File: src/rtl/emu_pkg.sv
// Shared definitions for the emulation chip tester: stepper FSM states,
// status-register bit positions and the synchroniser settle time.
package emu_pkg;

  typedef enum logic [2:0] {
    ST_IDLE,
    ST_APPLY,
    ST_CLK_HI,
    ST_CLK_LO,
    ST_SETTLE,
    ST_CAPTURE
  } emu_state_e;

  // Bit positions inside the status byte returned at address NUM_OUT_BYTES.
  localparam int STAT_BUSY_BIT = 0;
  localparam int STAT_DONE_BIT = 1;

  // Cycles to wait after the last DUT clock so the two-flop synchroniser
  // has passed the final DUT response through before capture.
  localparam int SETTLE_CYC = 3;

endpackage

File: src/rtl/emu_clk_stepper.sv
// Clock-stepping sequencer: on start, strobes an apply, issues COUNT DUT
// clock pulses of HALF_CYC high + HALF_CYC low cycles, waits for the
// synchroniser to settle, then strobes a capture and sets a sticky done.
module emu_clk_stepper
  import emu_pkg::*;
#(
  parameter int HALF_CYC = 1
) (
  input  logic       clk_emu,
  input  logic       reset_emu,
  input  logic       start_i,
  input  logic [7:0] count_i,
  output logic       busy_o,
  output logic       done_o,
  output logic       xclk_o,
  output logic       apply_o,
  output logic       capture_o
);

  localparam logic [7:0] HALF_LAST   = 8'(HALF_CYC - 1);
  localparam logic [1:0] SETTLE_LAST = 2'(SETTLE_CYC - 1);

  emu_state_e state_q;
  logic [8:0] cyc_q;     // remaining DUT clock pulses, 1..256
  logic [7:0] half_q;    // cycles left in the current half-period
  logic [1:0] settle_q;  // cycles left in SETTLE
  logic       busy_q;
  logic       done_q;
  logic       xclk_q;
  logic       apply_q;
  logic       capture_q;

  // Sequencer FSM; every output is a flop set on entry to the state it marks.
  always_ff @(posedge clk_emu) begin
    if (reset_emu) begin
      state_q   <= ST_IDLE;
      cyc_q     <= '0;
      half_q    <= '0;
      settle_q  <= '0;
      busy_q    <= 1'b0;
      done_q    <= 1'b0;
      xclk_q    <= 1'b0;
      apply_q   <= 1'b0;
      capture_q <= 1'b0;
    end else begin
      // NOTE: non-blocking assignments so every flop samples pre-edge values
      // and the later assignment in a branch cleanly overrides these defaults.
      apply_q   <= 1'b0;
      capture_q <= 1'b0;
      case (state_q)
        ST_IDLE: begin
          if (start_i) begin
            // A step count of zero means a full 256 pulses.
            cyc_q   <= (count_i == 8'd0) ? 9'd256 : {1'b0, count_i};
            done_q  <= 1'b0;
            busy_q  <= 1'b1;
            apply_q <= 1'b1;
            state_q <= ST_APPLY;
          end
        end
        ST_APPLY: begin
          xclk_q  <= 1'b1;
          half_q  <= HALF_LAST;
          state_q <= ST_CLK_HI;
        end
        ST_CLK_HI: begin
          if (half_q == 8'd0) begin
            xclk_q  <= 1'b0;
            half_q  <= HALF_LAST;
            state_q <= ST_CLK_LO;
          end else begin
            half_q <= half_q - 8'd1;
          end
        end
        ST_CLK_LO: begin
          if (half_q == 8'd0) begin
            cyc_q <= cyc_q - 9'd1;
            if (cyc_q != 9'd1) begin
              xclk_q  <= 1'b1;
              half_q  <= HALF_LAST;
              state_q <= ST_CLK_HI;
            end else begin
              settle_q <= SETTLE_LAST;
              state_q  <= ST_SETTLE;
            end
          end else begin
            half_q <= half_q - 8'd1;
          end
        end
        ST_SETTLE: begin
          if (settle_q == 2'd0) begin
            capture_q <= 1'b1;
            state_q   <= ST_CAPTURE;
          end else begin
            settle_q <= settle_q - 2'd1;
          end
        end
        ST_CAPTURE: begin
          busy_q  <= 1'b0;
          done_q  <= 1'b1;
          state_q <= ST_IDLE;
        end
        default: begin
          busy_q  <= 1'b0;
          xclk_q  <= 1'b0;
          state_q <= ST_IDLE;
        end
      endcase
    end
  end

  assign busy_o    = busy_q;
  assign done_o    = done_q;
  assign xclk_o    = xclk_q;
  assign apply_o   = apply_q;
  assign capture_o = capture_q;

endmodule

File: src/rtl/emu_chip_tester.sv
// Emulation chip tester: host-writable stimulus shadow bank, registered DUT
// stimulus, synchronised DUT response capture bank, registered read port and
// an automatic load/clock/capture stepper.
module emu_chip_tester
  import emu_pkg::*;
#(
  parameter int NUM_STIM_BYTES = 2,
  parameter int NUM_OUT_BYTES  = 2,
  parameter int ADDR_W         = 3,
  parameter int HALF_CYC       = 1
) (
  input  logic                        clk_emu,
  input  logic                        reset_emu,
  input  logic [7:0]                  Din_emu,
  input  logic [ADDR_W-1:0]           Addr_emu,
  input  logic                        wr_emu,
  input  logic                        load_emu,
  input  logic                        get_emu,
  input  logic                        step_emu,
  output logic [7:0]                  Dout_emu,
  output logic                        busy_emu,
  output logic [8*NUM_STIM_BYTES-1:0] dut_in,
  input  logic [8*NUM_OUT_BYTES-1:0]  dut_out,
  output logic                        xclk_dut
);

  logic [8*NUM_STIM_BYTES-1:0] shadow_q;
  logic [8*NUM_STIM_BYTES-1:0] dut_in_q;
  logic [8*NUM_OUT_BYTES-1:0]  sync1_q;
  logic [8*NUM_OUT_BYTES-1:0]  sync2_q;
  logic [8*NUM_OUT_BYTES-1:0]  cap_q;
  logic [7:0]                  dout_q;
  logic [7:0]                  rd_d;

  logic busy_w;
  logic done_w;
  logic apply_w;
  logic capture_w;
  logic start_w;
  logic load_w;
  logic get_w;

  // Commands are ignored while a step runs; step beats load beats get.
  assign start_w = step_emu & ~busy_w;
  assign load_w  = load_emu & ~step_emu & ~busy_w;
  assign get_w   = get_emu & ~step_emu & ~load_emu & ~busy_w;

  emu_clk_stepper #(
    .HALF_CYC (HALF_CYC)
  ) u_stepper (
    .clk_emu   (clk_emu),
    .reset_emu (reset_emu),
    .start_i   (start_w),
    .count_i   (Din_emu),
    .busy_o    (busy_w),
    .done_o    (done_w),
    .xclk_o    (xclk_dut),
    .apply_o   (apply_w),
    .capture_o (capture_w)
  );

  // Two-flop synchroniser on every asynchronous DUT output bit.
  always_ff @(posedge clk_emu) begin
    if (reset_emu) begin
      sync1_q <= '0;
      sync2_q <= '0;
    end else begin
      sync1_q <= dut_out;
      sync2_q <= sync1_q;
    end
  end

  // Host writes into the stimulus shadow bank; out-of-range addresses drop.
  always_ff @(posedge clk_emu) begin
    // NOTE: the shadow bank is reset explicitly because its contents reach
    // the DUT pins through a load, so an unknown power-up value would be visible.
    if (reset_emu) begin
      shadow_q <= '0;
    end else begin
      for (int k = 0; k < NUM_STIM_BYTES; k++) begin
        if (wr_emu && (Addr_emu == ADDR_W'(k))) begin
          shadow_q[8*k +: 8] <= Din_emu;
        end
      end
    end
  end

  // DUT stimulus register, refreshed by a manual load or the stepper's apply.
  always_ff @(posedge clk_emu) begin
    if (reset_emu) begin
      dut_in_q <= '0;
    end else if (apply_w || load_w) begin
      dut_in_q <= shadow_q;
    end
  end

  // Capture bank, refreshed by a manual get or the stepper's capture.
  always_ff @(posedge clk_emu) begin
    if (reset_emu) begin
      cap_q <= '0;
    end else if (capture_w || get_w) begin
      cap_q <= sync2_q;
    end
  end

  // Read mux: capture bytes, then the status byte, zero elsewhere.
  always_comb begin
    // NOTE: rd_d gets a default before any conditional so no latch is inferred.
    rd_d = 8'h00;
    for (int k = 0; k < NUM_OUT_BYTES; k++) begin
      if (Addr_emu == ADDR_W'(k)) begin
        rd_d = cap_q[8*k +: 8];
      end
    end
    if (Addr_emu == ADDR_W'(NUM_OUT_BYTES)) begin
      rd_d                = 8'h00;
      rd_d[STAT_BUSY_BIT] = busy_w;
      rd_d[STAT_DONE_BIT] = done_w;
    end
  end

  // Registered read data, one cycle behind the address.
  always_ff @(posedge clk_emu) begin
    if (reset_emu) begin
      dout_q <= 8'h00;
    end else begin
      dout_q <= rd_d;
    end
  end

  assign Dout_emu = dout_q;
  assign busy_emu = busy_w;
  assign dut_in   = dut_in_q;

endmodule

File: config.mk
export PLATFORM = sky130hd
export DESIGN_NAME = emu_chip_tester
export DESIGN_NICKNAME = d
export VERILOG_FILES = /design/src/rtl/emu_pkg.sv /design/src/rtl/emu_clk_stepper.sv /design/src/rtl/emu_chip_tester.sv
export SDC_FILE = /design/constraint.sdc
export NUM_CORES = 1
export LEC_CHECK = 0
export CAP_MARGIN = 25
export CORE_MARGIN = 2
export CORE_UTILIZATION = 40
export DETAILED_ROUTE_END_ITERATION = 16
export PLACE_DENSITY = 0.72
export SYNTH_ARGS = -nofsm -noshare
export SYNTH_HDL_FRONTEND = slang
export SYNTH_HIERARCHICAL = 1
export SYNTH_SLANG_ARGS = --single-unit
File: constraint.sdc
create_clock -name clk_emu -period 2.2 [get_ports clk_emu]
set_input_delay 0.44 -clock clk_emu [delete_from_list [all_inputs] [get_ports clk_emu]]
set_output_delay 0.44 -clock clk_emu [all_outputs]
set_load 0.02 [all_outputs]
==> run_results.csv, run 1 <==
group,metric,value,unit
outcome,status,"complete, but fails checks",
outcome,violations,"design-rule violations",
critical_path,critPathSlowestCell,"or3_1",
cts,ctsHtreeMaxLevel,4,
drt,via_count,3640,
sta,final-max-slew-violation-count,0,
sta,finalCriticalPeriod,2.05,ns
yosys,synth_cell_types,51,
yosys,synth_top_family_by_area,"simple AND/OR/NAND/NOR gates",
pwr,peakVddDrop,0.502,mV
pwr,power.density,1100,nW/um^2
drt,drt_pass1_iterations,11,
yosys,synth-seq-area-share,48.5,%
cts,post_cts_resized,0,
flow_run,drv_cap,0,
floorplan,ioPinCount,59,
floorplan,die_w,113,um
yosys,synthAdderAreaFrac,1.05,%
drt,wl_per_cell,13.6,um
yosys,synth.most_common_cell,"dfxtp_1",
cts,clkLatencyLatePin,0.40,ns
hold_path,min_path_type,"register to register",
sta,finalHoldViolCount,0,
drt,ant_nets,0,
floorplan,chipHeight,113,um
global_routing,antenna_found_initial,0,
yosys,synthCells,503,
finish,diodes,0,
yosys,yosys_warnings,6,
critical_path,crit_fanout,6,
finish,fin_cells,723,
yosys,yosys-top-cells-count,"dfxtp_1, nand2b_1, mux2i_1",
cts,cts.clk_slew.worst_paths,0.05,ns
critical_path,max_stage_delay,0.47,ns
floorplan,rows,39,
placement,dp_hpwl,6.83,mm
critical_path,crit_type,"register to register",
critical_path,crit_family,"simple AND/OR/NAND/NOR gates",
cts,tritoncts,"built",
global_routing,overflow,0,
hold_path,worstHoldStart,"sync1_q[13]",
critical_path,cp-start-kind,"register",
yosys,synthSimpleGateAreaFrac,26.0,%
yosys,async_reset_ff_share,0,%
floorplan,coreArea,11500,um^2
cts,hold_buffers,0,
critical_path,worst_path_most_repeated_cell,"or3_1",
critical_path,worstPathCellList,"or3_1 > or3_4 > or3_1 > a211o_1 > a21oi_2",
finish,drive_above_1_share,10.5,%
yosys,ys.flop_type,"dfxtp_1",
placement,io_buffers,58,
cts,clockBufferDepth,2,
global_routing,first_global_vias,3436,
sta,setup_viol,0,
critical_path,crit_path_end_kind,"register",
yosys,syn_nets,540,
sta,fmax,487,MHz
yosys,synth.top_cells.by_area,"dfxtp_1, nand2b_1, mux2i_1",
cts,cts_root_buf,"clkbuf_16",
critical_path,arrival,2.39,ns
critical_path,worst-path-buf-inv,0,
cts,cts_buffers,17,
yosys,synth_top_area_cell,"dfxtp_1",
drt,wl,9.87,mm
global_routing,grt_pass1_wl,16.4,mm
global_routing,grt_max_degree,51,
drt,first_iter_violations,230,
sta,post-route-period-util,93.3,%
pwr,p_leak,2.38,nW
drt,drc,4,
global_routing,grtUsageTotal,16.1,%
critical_path,crit_required,2.54,ns
placement,dp.cells,692,
yosys,post_synth.cell_area_avg,9.44,um^2
yosys,synth_area,4750,um^2
yosys,synth_top_area_share,48.5,%
cts,cts_setup_buffers,0,
sta,skew,0.00661,ns
cts,clock-sinks,115,
sta,hold_slack,0.427,ns
yosys,synth-compound-area-share,11.1,%
sta,worstMarginPinSlew,0.480,ns
critical_path,cp-startpoint,"u_stepper/half_q[2]",
yosys,synthXorXnorAreaFrac,0.737,%
yosys,synth-edff-count,0,
critical_path,r2r-start,"u_stepper/half_q[2]",
sta,relSlewSlack,67.8,%
finish,final_nets,605,
floorplan,dieArea,12800,um^2
placement,gp_congestion,0.823,
yosys,synth-seq-cells,115,
sta,setup-tns-final,0,ns
yosys,muxShareOfSynthArea,8.88,%
drt,vias_per_cell,5.03,
pwr,total_power,6.76,mW
floorplan,start_util,41.3,%
finish,syn_to_final_growth,29.8,%
-- per-layer routing --
layer / wire length, um / part of all wire [%] / global-route usage (%) / vias up
met5: 0 / 0 / 0 / -
met4: 206 / 2.1 / 7.24 / 0
met3: 661 / 6.7 / 4.98 / 14
met2: 4310 / 44 / 24.0 / 113
met1: 4690 / 47 / 21.5 / 1659
li1: - / - / - / 1854
-- report_power, final --
part | switching, mW | internal, mW | leakage, nW
registers | 0.194 | 2.25 | 0.937
logic | 0.781 | 0.677 | 1.15
clock network | 0.939 | 1.92 | 0.292
-- logic make-up after synthesis --
kind of cell | count (synthesis)
AO/OA/AOI/OAI | 82
adder cells (fa/ha/maj) | 4
buffers and inverters | 40
flip-flops | 115
AND/OR/NAND/NOR | 216
multiplexers | 42
XOR/XNOR | 4
-- area by class of cell --
cell class	count	area, um^2
Sequential cell	115	2300
Timing Repair Buffer	74	721
Inverter	12	45.0
Fill cell	1023	5350
Clock buffer	19	443
Multi-Input combinational cell	348	2290
Tap cell	143	179
Clock inverter	12	181
-- worst paths after layout --
check	end	slack, ns	cells past startpoint
setup / recovery	u_stepper/half_q[7]	0.15	5
hold / removal	sync2_q[13]	0.43	1
setup reg to reg	u_stepper/half_q[7]	0.15	5
hold reg to reg	sync2_q[13]	0.43	1
-- state kept, by name (all words and copies together) (netlist names) --
signal	cells
cap_q	16
dut_in	16
shadow_q	16
sync1_q	16
sync2_q	16
u_stepper/cyc_q	9
Dout_emu	8
u_stepper/half_q	8
u_stepper/state_q	3
u_stepper/settle_q	2
u_stepper/apply_o	1
u_stepper/busy_o	1
u_stepper/capture_o	1
u_stepper/done_o	1
u_stepper/xclk_o	1
-- through the flow --
| step | util, % | instance area (um^2) | worst slack (ns) |
|---|---|---|---|
| after floorplan | - | 4750 | 0.194 |
| after global placement | 47.9 | 5520 | 0.194 |
| after detailed placement | 47.9 | 5520 | 0.133 |
| after CTS | 53.3 | 6140 | 0.120 |
| after global routing | 53.5 | 6170 | -0.0247 |
| final | 53.5 | 6170 | 0.147 |
-- cell usage in the layout (no fill, tap or decap), types with 3 or more instances in the layout --
master and count:
clkinvlp_4 4, inv_1 12, nor3_1 12, dfxtp_1 115, a31oi_1 3, or3_1 5, nand3b_1 9, o21ai_0 12
nand3_1 6, ha_1 3, clkbuf_16 17, o21ai_1 10, a211oi_1 8, a2bb2oi_1 3, nand2b_1 67, mux2i_1 41
buf_4 14, bufinv_16 4, nor2_1 27, nor2b_1 36, nand4_1 3, a21oi_1 27, clkdlybuf4s50_1 57, nand2_1 33
nor4_1 4
Note: power is estimated with default switching activity, not from simulation.
==> run 2, diff against run 1 <==
--- a/config.mk
+++ b/config.mk
@@ -10,2 +10,3 @@
 export CORE_UTILIZATION = 40
+export CTS_CLUSTER_DIAMETER = 60
 export DETAILED_ROUTE_END_ITERATION = 16
--- a/constraint.sdc
+++ b/constraint.sdc
@@ -3,2 +3,2 @@
 set_output_delay 0.44 -clock clk_emu [all_outputs]
-set_load 0.02 [all_outputs]
+set_load 0.1 [all_outputs]
==> run 2 against run 1 <==
Net effect:
- the run still ends with design-rule violations left
- via count is 1.0% lower
- flip-flop and latch count is the same
- worst setup slack got worse by 0.026 ns
- design area down 1.2%
- non-clock buffer count decreased by 1
- critical path depth is the same
- final cell count shrank 0.14%
==> run_results.csv, run 2 (same netlist as run 1, synthesis figures left out) <==
group,metric,value,unit
sta,setup-tns-final,0,ns
flow_run,drv_cap,0,
floorplan,start_util,41.3,%
drt,wl,10.1,mm
pwr,peakVddDrop,0.478,mV
sta,final-max-slew-violation-count,0,
floorplan,die_w,113,um
outcome,status,"complete, but fails checks",
critical_path,crit_type,"register to register",
hold_path,min_path_type,"register to register",
placement,io_buffers,58,
cts,cts.clk_slew.worst_paths,0.05,ns
critical_path,cp-start-kind,"register",
sta,worstMarginPinSlew,0.518,ns
floorplan,ioPinCount,59,
cts,clock-sinks,115,
floorplan,dieArea,12800,um^2
floorplan,rows,39,
sta,finalCriticalPeriod,2.08,ns
drt,via_count,3603,
drt,met3_length,613,um
critical_path,crit_fanout,6,
cts,ctsHtreeMaxLevel,4,
floorplan,coreArea,11500,um^2
pwr,pwr-share-comb,22.6,%
sta,fmax,481,MHz
sta,skew,0.00780,ns
drt,first_iter_violations,224,
placement,gp_congestion,0.841,
finish,final_nets,604,
critical_path,crit_path_end_kind,"register",
cts,post_cts_resized,0,
sta,post-route-period-util,94.5,%
finish,drive_above_1_share,14.9,%
cts,cts_root_buf,"clkbuf_16",
cts,tritoncts,"built",
pwr,swShare,29.3,%
cts,cts_buffers,17,
global_routing,overflow,0,
cts,hold_buffers,0,
cts,clkLatencyLatePin,0.40,ns
floorplan,chipHeight,113,um
critical_path,crit_required,2.53,ns
drt,drt_pass1_iterations,10,
pwr,p_leak,2.43,nW
pwr,p_int,4.87,mW
outcome,violations,"design-rule violations",
finish,syn_to_final_growth,28.2,%
pwr,p_switching,2.02,mW
drt,wl_met2,4.53,mm
drt,wl_per_cell,14.0,um
global_routing,grt_pass1_wl,16.9,mm
sta,setup_viol,0,
drt,vias_per_cell,4.99,
sta,finalHoldViolCount,0,
global_routing,grt_max_degree,61,
finish,diodes,0,
hold_path,worstHoldStart,"sync1_q[7]",
pwr,power.density,1130,nW/um^2
sta,relSlewSlack,65.2,%
critical_path,arrival,2.41,ns
drt,drc,4,
drt,topRoutingLayerUsed,"met4",
finish,fin_cells,722,
global_routing,grtUsageTotal,16.6,%
global_routing,antenna_found_initial,0,
drt,ant_nets,0,
finish,final_cell_mix,"dfxtp_1, nand2b_1, mux2i_1",
cts,clockBufferDepth,2,
placement,dp_hpwl,7.03,mm
pwr,power_frac_seq,35.4,%
drt,wl_met1,4.73,mm
finish,final_common_cell,"dfxtp_1",
sta,rsz0062_at_grt,"false",
global_routing,first_global_vias,3476,
pwr,p_clk_share,41.9,%
cts,cts_setup_buffers,0,
critical_path,r2r-start,"u_stepper/half_q[2]",
placement,dp.cells,691,
critical_path,cp-startpoint,"u_stepper/half_q[2]",
==> run 2: changes by cell type in the layout (fill, tap and decap cells not counted), sizes merged <==
cell           delta
inv               +1
clkdlybuf4s50    -26
clkbuf            +1
buf              +25
clkinv            -2
==> run 2: path summary, 6_finish.rpt <==
path / slack (ns) / depth (start not counted) / end
max: 0.12 / 5 / u_stepper/half_q[7]
min: 0.43 / 1 / sync2_q[7]
max reg2reg: 0.12 / 5 / u_stepper/half_q[7]
min reg2reg: 0.43 / 1 / sync2_q[7]
==> run 2: area by class of cell <==
cell class / count / area [um^2]
Inverter: 12 / 45.0
Tap cell: 143 / 179
Fill cell: 1004 / 5430
Clock buffer: 20 / 457
Timing Repair Buffer: 73 / 648
Clock inverter: 11 / 176
Sequential cell: 115 / 2300
Multi-Input combinational cell: 348 / 2280
==> run 2: stage by stage <==
| stage | total power, mW | worst slack (ns) | hold slack, ns | area (um^2) | utilization, % |
|---|---|---|---|---|---|
| after global placement | 3.92 | 0.195 | 0.423 | 5450 | 47.3 |
| after CTS | 6.89 | 0.107 | 0.438 | 6080 | 52.8 |
| final | 6.89 | 0.121 | 0.434 | 6090 | 52.9 |
| after floorplan | 3.58 | 0.190 | 0.414 | 4750 | - |
| after global routing | 7.21 | 0.0176 | 0.450 | 6090 | 52.9 |
| after detailed placement | 3.99 | 0.0998 | 0.422 | 5450 | 47.3 |
==> run 2: critical path, cell delays in order, from the launching register on <==
cell and delay, ns:
dfxtp_1 0.35, or3_1 0.48, or3_4 0.38, or3_1 0.39, a211o_1 0.29, a21oi_2 0.11
==> run 2: power groups by stage <==
stage	registers, mW	clock network (mW)	logic [mW]
floorplan	2.53	0	1.05
global placement	2.46	0	1.46
detailed placement	2.47	0	1.51
CTS	2.43	2.94	1.52
global route	2.47	3.05	1.69
finish	2.44	2.89	1.56
==> run 2: per-layer routing <==
| metal | track usage [%] | up-vias |
|---|---|---|
| li1 | - | 1847 |
| met5 | 0 | - |
| met4 | 7.72 | 0 |
| met1 | 21.1 | 1643 |
| met2 | 25.3 | 102 |
| met3 | 5.78 | 11 |
==> run 3, diff against run 2 <==
Clock period 2.2 ns to 2.25 ns, I/O delays scaled along.
==> run 3 against run 2 <==
Net effect:
- the flow still finishes with violations (design-rule violations)
- clock power is 1% higher
- worst setup slack better by 0.047 ns
- total power fell by 1.0%
- clock skew shrank 0.00061 ns
- highest routed layer unchanged
- critical endpoint is now u_stepper/half_q[2]
- design area is 0.18% higher
- largest cell class unchanged
- final cell count rose by 0.14%
- critical path type unchanged
- first-iteration DRC count down 31%
- maximum frequency is 0.14% lower
==> run_results.csv, run 3 (same netlist as run 1, synthesis figures left out) <==
group,metric,value,unit
critical_path,worstPathCellList,"inv_1 > ha_1 > or4b_2 > nor2_1 > a21oi_1 > o21ai_1 > buf_4 > nor2_1",
finish,drive_above_1_share,14.5,%
sta,finalHoldViolCount,0,
sta,fmax,480,MHz
finish,regArea,2300,um^2
drt,first_iter_violations,155,
drt,drt_pass1_iterations,11,
floorplan,die_w,113,um
floorplan,dieArea,12800,um^2
finish,fillers,1006,
global_routing,grt_max_degree,61,
sta,relSlewSlack,68.1,%
sta,setup_viol,0,
cts,post_cts_resized,0,
hold_path,min_path_type,"register to register",
floorplan,rows,39,
critical_path,cp-startpoint,"u_stepper/half_q[0]",
outcome,violations,"design-rule violations",
critical_path,crit_path_end_kind,"register",
sta,final-max-slew-violation-count,0,
cts,clockBufferDepth,2,
critical_path,crit_type,"register to register",
placement,gp_congestion,0.819,
placement,dp_hpwl,6.84,mm
global_routing,grt_pass1_wl,16.1,mm
pwr,swShare,29.0,%
finish,final_util,53.0,%
finish,fin_cells,723,
cts,cts.clk_slew.worst_paths,0.05,ns
floorplan,start_util,41.3,%
global_routing,grtUsageTotal,15.9,%
finish,multiInputGateArea,2280,um^2
cts,cts_root_buf,"clkbuf_16",
cts,cts_buffers,17,
sta,post-route-period-util,92.5,%
drt,ant_nets,0,
placement,io_buffers,58,
cts,clkLatencyLatePin,0.41,ns
critical_path,cp-start-kind,"register",
floorplan,chipHeight,113,um
floorplan,coreArea,11500,um^2
pwr,pwr-share-comb,22.1,%
finish,syn_to_final_growth,28.4,%
placement,dp.cells,691,
pwr,power.density,1120,nW/um^2
critical_path,worst_path_most_repeated_cell,"nor2_1",
critical_path,crit_required,2.55,ns
finish,final_cell_mix,"dfxtp_1, nand2b_1, mux2i_1",
drt,drc,4,
finish,final_nets,604,
critical_path,arrival,2.38,ns
outcome,status,"complete, but fails checks",
cts,cts_setup_buffers,0,
critical_path,max_stage_delay,0.64,ns
sta,finalWorstSetupSlack,0.168,ns
sta,worstMarginPinSlew,0.475,ns
finish,diodes,0,
global_routing,first_global_vias,3471,
sta,skew,0.00719,ns
placement,pre_cts_ws,0.133,ns
pwr,power_frac_seq,35.0,%
cts,hold_buffers,0,
floorplan,ioPinCount,59,
drt,vias_per_cell,4.99,
pwr,p_switching,1.98,mW
critical_path,critPathSlowestCell,"or4b_2",
pwr,p_int,4.84,mW
pwr,total_power,6.82,mW
cts,clock-sinks,115,
drt,via_count,3605,
global_routing,overflow,0,
sta,rsz0062_at_grt,"false",
finish,final_common_cell,"dfxtp_1",
pwr,peakVddDrop,0.602,mV
pwr,p_leak,2.44,nW
sta,setup-tns-final,0,ns
drt,wl,9.93,mm
hold_path,worstHoldStart,"sync1_q[4]",
cts,tritoncts,"built",
cts,ctsHtreeMaxLevel,4,
pwr,p_clk_share,42.9,%
flow_run,drv_cap,0,
sta,finalCriticalPeriod,2.08,ns
critical_path,r2r-start,"u_stepper/half_q[0]",
global_routing,antenna_found_initial,0,
drt,wl_per_cell,13.7,um
critical_path,crit_fanout,7,
-- run 3: path summary, 6_finish.rpt --
kind                                            end  slack (ns)  cells past startpoint
worst min-delay path                     sync2_q[4]        0.43                      1
worst max register to register  u_stepper/half_q[2]        0.17                      8
worst min register to register           sync2_q[4]        0.43                      1
worst max-delay path            u_stepper/half_q[2]        0.17                      8
-- run 3: metrics by stage --
| stage | hold slack [ns] | area [um^2] |
|---|---|---|
| 2_1_floorplan | 0.414 | 4750 |
| 3_3_place_gp | 0.423 | 5450 |
| 3_5_place_dp | 0.426 | 5450 |
| 4_1_cts | 0.438 | 6090 |
| 5_1_grt | 0.446 | 6100 |
| 6_report | 0.433 | 6100 |
-- run 3: worst max-delay path, delay by kind of cell (launching register included) --
| kind | cells | cell delay (ns) |
|---|---|---|
| AO/OA/AOI/OAI | 2 | 0.23 |
| adder cells (fa/ha/maj) | 1 | 0.25 |
| AND/OR/NAND/NOR | 3 | 0.92 |
| buffers and inverters | 2 | 0.25 |
| flip-flops | 1 | 0.31 |
-- run 3: layout make-up --
type / instances / share of cell area [%]
sequential: 115 / 37.7
multi-input combinational: 348 / 37.3
clock inverter: 12 / 3.32
timing repair buffer: 73 / 10.6
clock buffer: 20 / 7.32
inverter: 12 / 0.738
tap: 143 / 2.93
-- run 3: power groups by stage --
stage | clock network, mW | logic, mW | registers [mW]
6_report | 2.93 | 1.50 | 2.39
5_1_grt | 3.07 | 1.63 | 2.41
4_1_cts | 2.98 | 1.48 | 2.38
3_5_place_dp | 0 | 1.47 | 2.42
3_3_place_gp | 0 | 1.43 | 2.41
2_1_floorplan | 0 | 1.02 | 2.48
-- run 3: layer usage --
metal	part of all wire, %	wire length (um)	GRT usage [%]	vias up
li1	-	-	-	1847
met2	44	4410	24.1	120
met3	6.9	689	5.52	21
met1	46	4590	20.3	1617
met4	2.5	245	7.97	0
met5	0	0	0	-
